<file path="config.mk">
export PLATFORM = sky130hd
export DESIGN_NAME = hx_row_packer_flat
export DESIGN_NICKNAME = d
export VERILOG_FILES = /design/src/rtl/hx_row_packer_pkg.sv /design/src/rtl/hx_row_packer_if.sv /design/src/rtl/hx_row_packer_buf.sv /design/src/rtl/hx_row_packer.sv /design/src/flat_wrapper.sv
export SDC_FILE = /design/constraint.sdc
export NUM_CORES = 2
export LEC_CHECK = 0
export CAP_MARGIN = 0
export CORE_MARGIN = 3
export CORE_UTILIZATION = 33
export CTS_CLUSTER_SIZE = 28
export DETAILED_ROUTE_END_ITERATION = 10
export GPL_ROUTABILITY_DRIVEN = 0
export GPL_TIMING_DRIVEN = 1
export SYNTH_ARGS = -nofsm -noshare
export SYNTH_HDL_FRONTEND = slang
export SYNTH_SLANG_ARGS = --single-unit
export TNS_END_PERCENT = 50
</file>
<file path="constraint.sdc">
create_clock -name clk -period 3 [get_ports clk]
set_input_delay 0.45 -clock clk [delete_from_list [all_inputs] [get_ports clk]]
set_output_delay 0.45 -clock clk [all_outputs]
set_load 0.02 [all_outputs]
</file>
<file path="src/rtl/hx_row_packer_pkg.sv">
// rtl/hx_row_packer_pkg.sv - shared F_case row types, widths and slot offset helpers
package hx_row_packer_pkg;

   localparam int DOUBLE_W = 64;

   typedef logic [DOUBLE_W-1:0] double_t;

   localparam double_t ZERO_DOUBLE = '0;

   // Symbol width wide enough to carry (and detect) values up to 2*A-1
   function automatic int hx_awidth(input int a);
      return $clog2(a) + 1;
   endfunction

   // Bit offset of slot k inside a packed H row
   function automatic int h_off(input int k);
      return k * DOUBLE_W;
   endfunction

   // Bit offset of slot k inside a packed x row
   function automatic int x_off(input int k, input int aw);
      return k * aw;
   endfunction

endpackage

</file>
<file path="src/rtl/hx_row_packer_if.sv">
// rtl/hx_row_packer_if.sv - pair stream in, packed row out, with row handshake
interface hx_row_packer_if
   import hx_row_packer_pkg::*;
#(
   parameter int J      = 14,
   parameter int AWIDTH = 2
);
   logic [DOUBLE_W-1:0]   s_h_tdata;
   logic [AWIDTH-1:0]     s_x_tdata;
   logic                  s_tvalid;
   logic                  s_tlast;
   logic                  s_tready;
   logic                  row_ready;
   logic [J*DOUBLE_W-1:0] H;
   logic                  H_tvalid;
   logic [J*AWIDTH-1:0]   x;
   logic                  x_tvalid;

   modport master (
      output s_h_tdata, s_x_tdata, s_tvalid, s_tlast, row_ready,
      input  s_tready, H, H_tvalid, x, x_tvalid
   );

   modport slave (
      input  s_h_tdata, s_x_tdata, s_tvalid, s_tlast, row_ready,
      output s_tready, H, H_tvalid, x, x_tvalid
   );
endinterface

</file>
<file path="src/rtl/hx_row_packer_buf.sv">
// rtl/hx_row_packer_buf.sv - J-slot row register bank with slot write, zero pad and bulk load
module hx_row_buf
   import hx_row_packer_pkg::*;
#(
   parameter int J         = 14,
   parameter int AWIDTH    = 2,
   parameter int CW        = 4,
   parameter bit NEXT_VIEW = 1'b0
) (
   input  logic                  clk,
   input  logic                  rst_n,
   input  logic                  wr_en,
   input  logic [CW-1:0]         wr_slot,
   input  logic [DOUBLE_W-1:0]   wr_h,
   input  logic [AWIDTH-1:0]     wr_x,
   input  logic                  pad_en,
   input  logic [CW-1:0]         pad_from,
   input  logic                  load_en,
   input  logic [J*DOUBLE_W-1:0] load_h,
   input  logic [J*AWIDTH-1:0]   load_x,
   output logic [J*DOUBLE_W-1:0] row_h,
   output logic [J*AWIDTH-1:0]   row_x
);
   logic [J*DOUBLE_W-1:0] h_q, h_d;
   logic [J*AWIDTH-1:0]   x_q, x_d;

   // Next row contents: bulk load wins, else write one slot and optionally zero the tail
   always_comb begin
      h_d = h_q;
      x_d = x_q;
      if (load_en) begin
         h_d = load_h;
         x_d = load_x;
      end else begin
         for (int k = 0; k < J; k++) begin
            if (wr_en && (wr_slot == CW'(k))) begin
               h_d[h_off(k) +: DOUBLE_W]       = wr_h;
               x_d[x_off(k, AWIDTH) +: AWIDTH] = wr_x;
            end else if (pad_en && (CW'(k) >= pad_from)) begin
               h_d[h_off(k) +: DOUBLE_W]       = ZERO_DOUBLE;
               x_d[x_off(k, AWIDTH) +: AWIDTH] = '0;
            end
         end
      end
   end

   // Row storage, cleared on reset
   always_ff @(posedge clk or negedge rst_n) begin
      if (!rst_n) begin
         h_q <= '0;
         x_q <= '0;
      end else begin
         h_q <= h_d;
         x_q <= x_d;
      end
   end

   // The fill bank exposes its next state so a closing pair can move to pending on the same edge
   assign row_h = NEXT_VIEW ? h_d : h_q;
   assign row_x = NEXT_VIEW ? x_d : x_q;

endmodule

</file>
<file path="src/rtl/hx_row_packer.sv">
// rtl/hx_row_packer.sv - packs serial (H, x) pairs into double-buffered J-wide rows
module hx_row_packer
   import hx_row_packer_pkg::*;
#(
   parameter int J = 14,
   parameter int I = 7,
   parameter int A = 2
) (
   input  logic           clk,
   input  logic           rst_n,
   hx_row_packer_if.slave bus,
   output logic [15:0]    rows_out,
   output logic           short_row_err,
   output logic           sym_err
);
   localparam int AWIDTH = hx_awidth(A);
   localparam int CW     = (J > 1) ? $clog2(J) : 1;
   localparam int HW     = J * DOUBLE_W;
   localparam int XW     = J * AWIDTH;
   localparam logic [AWIDTH-1:0] X_LIMIT   = AWIDTH'(A);
   localparam logic [AWIDTH-1:0] X_MAX     = AWIDTH'(A - 1);
   localparam logic [CW-1:0]     LAST_SLOT = CW'(J - 1);

   logic [CW-1:0]     fill_cnt;
   logic              fill_full;
   logic              pend_valid;
   logic              row_tvalid;
   logic              accept, close, partial, emit, move, sym_bad;
   logic [AWIDTH-1:0] x_in;
   logic [HW-1:0]     fill_h, pend_h, out_h;
   logic [XW-1:0]     fill_x, pend_x, out_x;

   // Handshake decode: accept, row close, emission and fill-to-pending transfer
   always_comb begin
      accept  = bus.s_tvalid & ~fill_full;
      close   = accept & (bus.s_tlast | (fill_cnt == LAST_SLOT));
      partial = accept & bus.s_tlast & (fill_cnt != LAST_SLOT);
      emit    = pend_valid & bus.row_ready;
      move    = (close | fill_full) & (~pend_valid | emit);
      sym_bad = bus.s_x_tdata >= X_LIMIT;
      x_in    = sym_bad ? X_MAX : bus.s_x_tdata;
   end

   hx_row_buf #(.J(J), .AWIDTH(AWIDTH), .CW(CW), .NEXT_VIEW(1'b1)) u_fill (
      .clk      (clk),
      .rst_n    (rst_n),
      .wr_en    (accept),
      .wr_slot  (fill_cnt),
      .wr_h     (bus.s_h_tdata),
      .wr_x     (x_in),
      .pad_en   (partial),
      .pad_from (fill_cnt + 1'b1),
      .load_en  (1'b0),
      .load_h   ('0),
      .load_x   ('0),
      .row_h    (fill_h),
      .row_x    (fill_x)
   );

   hx_row_buf #(.J(J), .AWIDTH(AWIDTH), .CW(CW), .NEXT_VIEW(1'b0)) u_pend (
      .clk      (clk),
      .rst_n    (rst_n),
      .wr_en    (1'b0),
      .wr_slot  ('0),
      .wr_h     ('0),
      .wr_x     ('0),
      .pad_en   (1'b0),
      .pad_from ('0),
      .load_en  (move),
      .load_h   (fill_h),
      .load_x   (fill_x),
      .row_h    (pend_h),
      .row_x    (pend_x)
   );

   // Fill counter, buffer occupancy, output row registers and status counters
   always_ff @(posedge clk or negedge rst_n) begin
      if (!rst_n) begin
         fill_cnt      <= '0;
         fill_full     <= 1'b0;
         pend_valid    <= 1'b0;
         row_tvalid    <= 1'b0;
         out_h         <= '0;
         out_x         <= '0;
         rows_out      <= '0;
         short_row_err <= 1'b0;
         sym_err       <= 1'b0;
      end else begin
         if (close) begin
            fill_cnt <= '0;
         end else if (accept) begin
            fill_cnt <= fill_cnt + 1'b1;
         end
         fill_full  <= (close | fill_full) & ~move;
         pend_valid <= move | (pend_valid & ~emit);
         row_tvalid <= emit;
         if (emit) begin
            out_h    <= pend_h;
            out_x    <= pend_x;
            rows_out <= rows_out + 16'd1;
         end
         if (partial) begin
            short_row_err <= 1'b1;
         end
         if (accept && sym_bad) begin
            sym_err <= 1'b1;
         end
      end
   end

   assign bus.s_tready = ~fill_full;
   assign bus.H        = out_h;
   assign bus.x        = out_x;
   assign bus.H_tvalid = row_tvalid;
   assign bus.x_tvalid = row_tvalid;

endmodule

</file>
<file path="src/flat_wrapper.sv">
// flat-port wrapper written by rule: the top's interface ports become plain ports
module hx_row_packer_flat import hx_row_packer_pkg::*;
#(
   parameter int J = 14,
   parameter int I = 7,
   parameter int A = 2
)
  (clk, rst_n, rows_out, short_row_err, sym_err, bus_s_h_tdata, bus_s_x_tdata, bus_s_tvalid, bus_s_tlast, bus_row_ready, bus_s_tready, bus_H, bus_H_tvalid, bus_x, bus_x_tvalid);
  hx_row_packer_if #(.J(J), .AWIDTH((2))) bus_i ();
  input  logic clk;
  input  logic rst_n;
  output logic [15:0] rows_out;
  output logic short_row_err;
  output logic sym_err;
  input wire logic [$bits(bus_i.s_h_tdata)-1:0] bus_s_h_tdata;
  input wire logic [$bits(bus_i.s_x_tdata)-1:0] bus_s_x_tdata;
  input wire logic [$bits(bus_i.s_tvalid)-1:0] bus_s_tvalid;
  input wire logic [$bits(bus_i.s_tlast)-1:0] bus_s_tlast;
  input wire logic [$bits(bus_i.row_ready)-1:0] bus_row_ready;
  output wire logic [$bits(bus_i.s_tready)-1:0] bus_s_tready;
  output wire logic [$bits(bus_i.H)-1:0] bus_H;
  output wire logic [$bits(bus_i.H_tvalid)-1:0] bus_H_tvalid;
  output wire logic [$bits(bus_i.x)-1:0] bus_x;
  output wire logic [$bits(bus_i.x_tvalid)-1:0] bus_x_tvalid;
  assign bus_i.s_h_tdata = bus_s_h_tdata;
  assign bus_i.s_x_tdata = bus_s_x_tdata;
  assign bus_i.s_tvalid = bus_s_tvalid;
  assign bus_i.s_tlast = bus_s_tlast;
  assign bus_i.row_ready = bus_row_ready;
  assign bus_s_tready = bus_i.s_tready;
  assign bus_H = bus_i.H;
  assign bus_H_tvalid = bus_i.H_tvalid;
  assign bus_x = bus_i.x;
  assign bus_x_tvalid = bus_i.x_tvalid;
  hx_row_packer #(.J(J), .I(I), .A(A)) u_core (.clk(clk), .rst_n(rst_n), .bus(bus_i), .rows_out(rows_out), .short_row_err(short_row_err), .sym_err(sym_err));
endmodule
</file>
==> results.toml <==
[drt]
viasPerCell = 5.31
drc = 0
ant_nets = 0
vias = 89200
drt_iter0_drc = 9305
top_layer_used = "met5"
wl_met3_um = 35500
drt-total-wl_um = 428000
wl_met1_um = 187000
wl_per_cell_um = 25.5
wl_met2_um = 184000
drtPass1Iterations = 6

[global_route]
grt_pass1_vias = 85700
overflow = 0
grt_max_degree = 139
grt_pass1_wl_um = 618000
track_usage_pct = 24.0
antenna_found_initial = 36

[synthesis]
synth.ff_latch_count = 2797
synth.avg_cell_area_um2 = 9.94
synth-seq-area-share_pct = 62.7
synth_top_cell_by_area = "dfrtp_1"
syn_nets = 11300
synth_cell_types = 64
synth.area.top_cells = "dfrtp_1 (63%), nand2_1 (14%), mux2i_1 (3.5%), o31ai_1 (2.6%), a31oi_1 (2.5%)"
async_flop_share_pct = 100
synth_top_area_share_pct = 62.7
synth_cells = 11200
yosysWarnings = 0
synth_enable_flop_cells = 0
synthFlopType = "dfrtp_1"
synth_area_mm2 = 0.112

[final_layout]
final_nets = 12100
final_util_pct = 41.6
nFillCells = 32400
seqCellArea_mm2 = 0.0700
drive_gt1_share_pct = 8.80
multiInputGateArea_mm2 = 0.0374
post-route-cell-area_mm2 = 0.139
layout.cells.non_filler = 16800
area_growth_pct = 24.9

[cts]
cts_buffers = 310
cts_tree = "yes"
insertion_delay_ns = 0.92
clk_pin_slew_worst_paths_ns = 0.07
htree_levels = 5
numClockSinks = 2797
post-cts-setup-buffers = 0
root_buffer = "clkbuf_16"
max-clock-path-buffers = 4

[worst_setup_path]
critPathSlowestCell = "clkdlybuf4s50_1"
ff2ff_path_depth = 6
cp.arrival_ns = 2.42
crit_path_start_kind = "flop"
cp.required_ns = 2.55
worstSetupEndpointType = "output port"
cpPeakStageDelay_ns = 0.84
path_class = "reg2out"
crit_fanout = 12
path_cells = "inv_1 -> clkdlybuf4s50_1"

[timing]
whs_ns = 0.0906
rsz0062_at_grt = "false"
tns_ns = 0
fmax_mhz = 349
setup_slack_ns = 0.135
slew_headroom_pct = 19.5
fin_skew_ns = 0.0542
period_needed_ns = 2.87
hold_viol_final = 0
drv_slew = 0
max_slew.worst_pin.slew_ns = 1.21
finalSetupViolCount = 0
period_share_pct = 95.5

[power]
peakVddDrop_v = 0.000637
p_sw_share_pct = 35.9
switchingPower_mw = 49.2
power_frac_comb_pct = 28.7
power.total_mw = 137
seq_power_share_pct = 42.6
leakagePower_nw = 65.8
cellPowerDensity_mw_per_mm2 = 981
intPower_mw = 87.6
clockPowerShare_pct = 28.8

[floorplan]
die-area_mm2 = 0.345
rows = 212
core-area_mm2 = 0.335
die_width_um = 587
pin_count = 1016
start_util_pct = 33.3
die_h_um = 587

[hold_path]
holdPathStages = 3
hp-class = "in2reg"

[place]
pre_cts_ws_ns = 0.171
port_buffers = 1015
dp_cells = 16200
hpwl_um = 289000
dpl_cell_area_mm2 = 0.129

[job]
max_cap_viol_count = 0

[run_status]
status = "complete, no violations"
-- worst max-delay path: cells and delay by family (launching register included) --
| family | cells | cell delay, ns |
|---|---|---|
| buffers and inverters | 2 | 0.99 |
| DFF | 1 | 0.52 |
-- layout by cell type, fill, tap and decap left out, types with 10 or more instances in the layout --
cell / count
nand2_1: 4164
dfrtp_1: 2797
clkdlybuf4s50_1: 950
nor2_1: 659
a31oi_1: 451
mux2i_1: 393
o31ai_1: 382
clkbuf_16: 317
nor3_1: 272
buf_4: 270
o22ai_1: 264
o311ai_0: 216
o211ai_1: 196
buf_12: 178
inv_1: 75
a21oi_1: 68
clkbuf_8: 68
a22o_1: 65
a211oi_1: 64
clkbuf_1: 64
buf_2: 64
clkinv_2: 54
o311ai_1: 40
diode_2: 26
bufinv_16: 21
o31ai_2: 20
nor2_4: 10
and2_1: 10
xnor2_1: 10
-- path summary, 6_finish.rpt --
check,startpoint,endpoint,slack (ns)
max in group asynchronous,rst_n,u_core.bus.H[385],1.59
worst max-delay path,u_core.fill_full,bus_s_tready,0.13
min in group asynchronous,rst_n,u_core.u_pend.row_h[581],0.23
worst min register to register,u_core.u_pend.row_h[725],u_core.bus.H[725],0.44
worst min-delay path,bus_s_h_tdata[9],u_core.u_fill.h_q[201],0.09
worst max register to register,u_core.fill_cnt[0],u_core.u_pend.row_x[21],0.16
-- timing repair --
item | CTS | global route
gates resized for setup | 0 | 0
hold buffers | 8 | 0
hold endpoints to repair | 113 | 0
setup endpoints to repair | 0 | 0
-- cell families (layout without fill, tap and decap cells) --
kind of cell	Yosys count	count (layout)	share of synthesized area, %
DFF	2797	2797	62.7
adders and majority gates	5	5	0.0561
other	0	26	0
and+or+nand+nor	5180	5180	18.0
AOI/OAI and AO/OA	1795	1795	11.6
xor gates and xnor gates	17	17	0.157
buffers and inverters	1036	2104	3.96
muxes	393	393	3.53
-- power by group through the flow --
stage                     Clock (mW)  Combinational [mW]  Sequential (mW)
final                           39.3                39.2             58.2
after global routing            41.5                42.6             59.0
after CTS                       39.9                39.5             57.9
after detailed placement           0                39.3             58.4
after global placement             0                38.8             58.3
after floorplan                    0                16.8             59.4
-- flip-flops by register name (all words and copies together), names as in the netlist --
register,cells
u_core.bus.H_tvalid,1
u_core.bus.H,896
u_core.u_pend.row_x,28
u_core.u_fill.h_q,896
u_core.rows_out,16
u_core.short_row_err,1
u_core.u_pend.row_h,896
u_core.pend_valid,1
u_core.fill_full,1
u_core.fill_cnt,4
u_core.u_fill.x_q,28
u_core.bus.x,28
u_core.sym_err,1
-- layer usage --
metal	up-vias	track usage (%)
met5	-	0
met4	12	10.9
met3	690	4.92
met2	3780	34.8
met1	45100	34.5
li1	39600	-
-- final cells by class --
class | instances | share of cell area (%)
diodes | 26 | 0.0467
clock buffers | 449 | 6.54
clock inverters | 108 | 0.978
inverters | 76 | 0.210
multi-input cells | 7390 | 26.8
flip-flops and latches | 2797 | 50.2
well taps | 4494 | 4.03
repair buffers | 1471 | 11.1
-- cells in the mapped netlist (all sizes together) (3+ instances only) --
master	instances
inv	76
dfrtp	2797
a211oi	65
a31o	4
and3b	4
mux2i	393
o31ai	402
and2	11
a21oi	71
nand4	3
o22ai	264
clkbuf	643
or2	5
xor2	6
nand2	4173
ha	5
nand3b	5
nand3	11
o21ai	7
o311ai	256
a31oi	451
xnor2	11
o211ai	196
nor3	275
nand2b	7
nor2	669
nor2b	7
a22o	65
buf	317
o21a	4
and3	3
(Power assumes the default switching activity.)
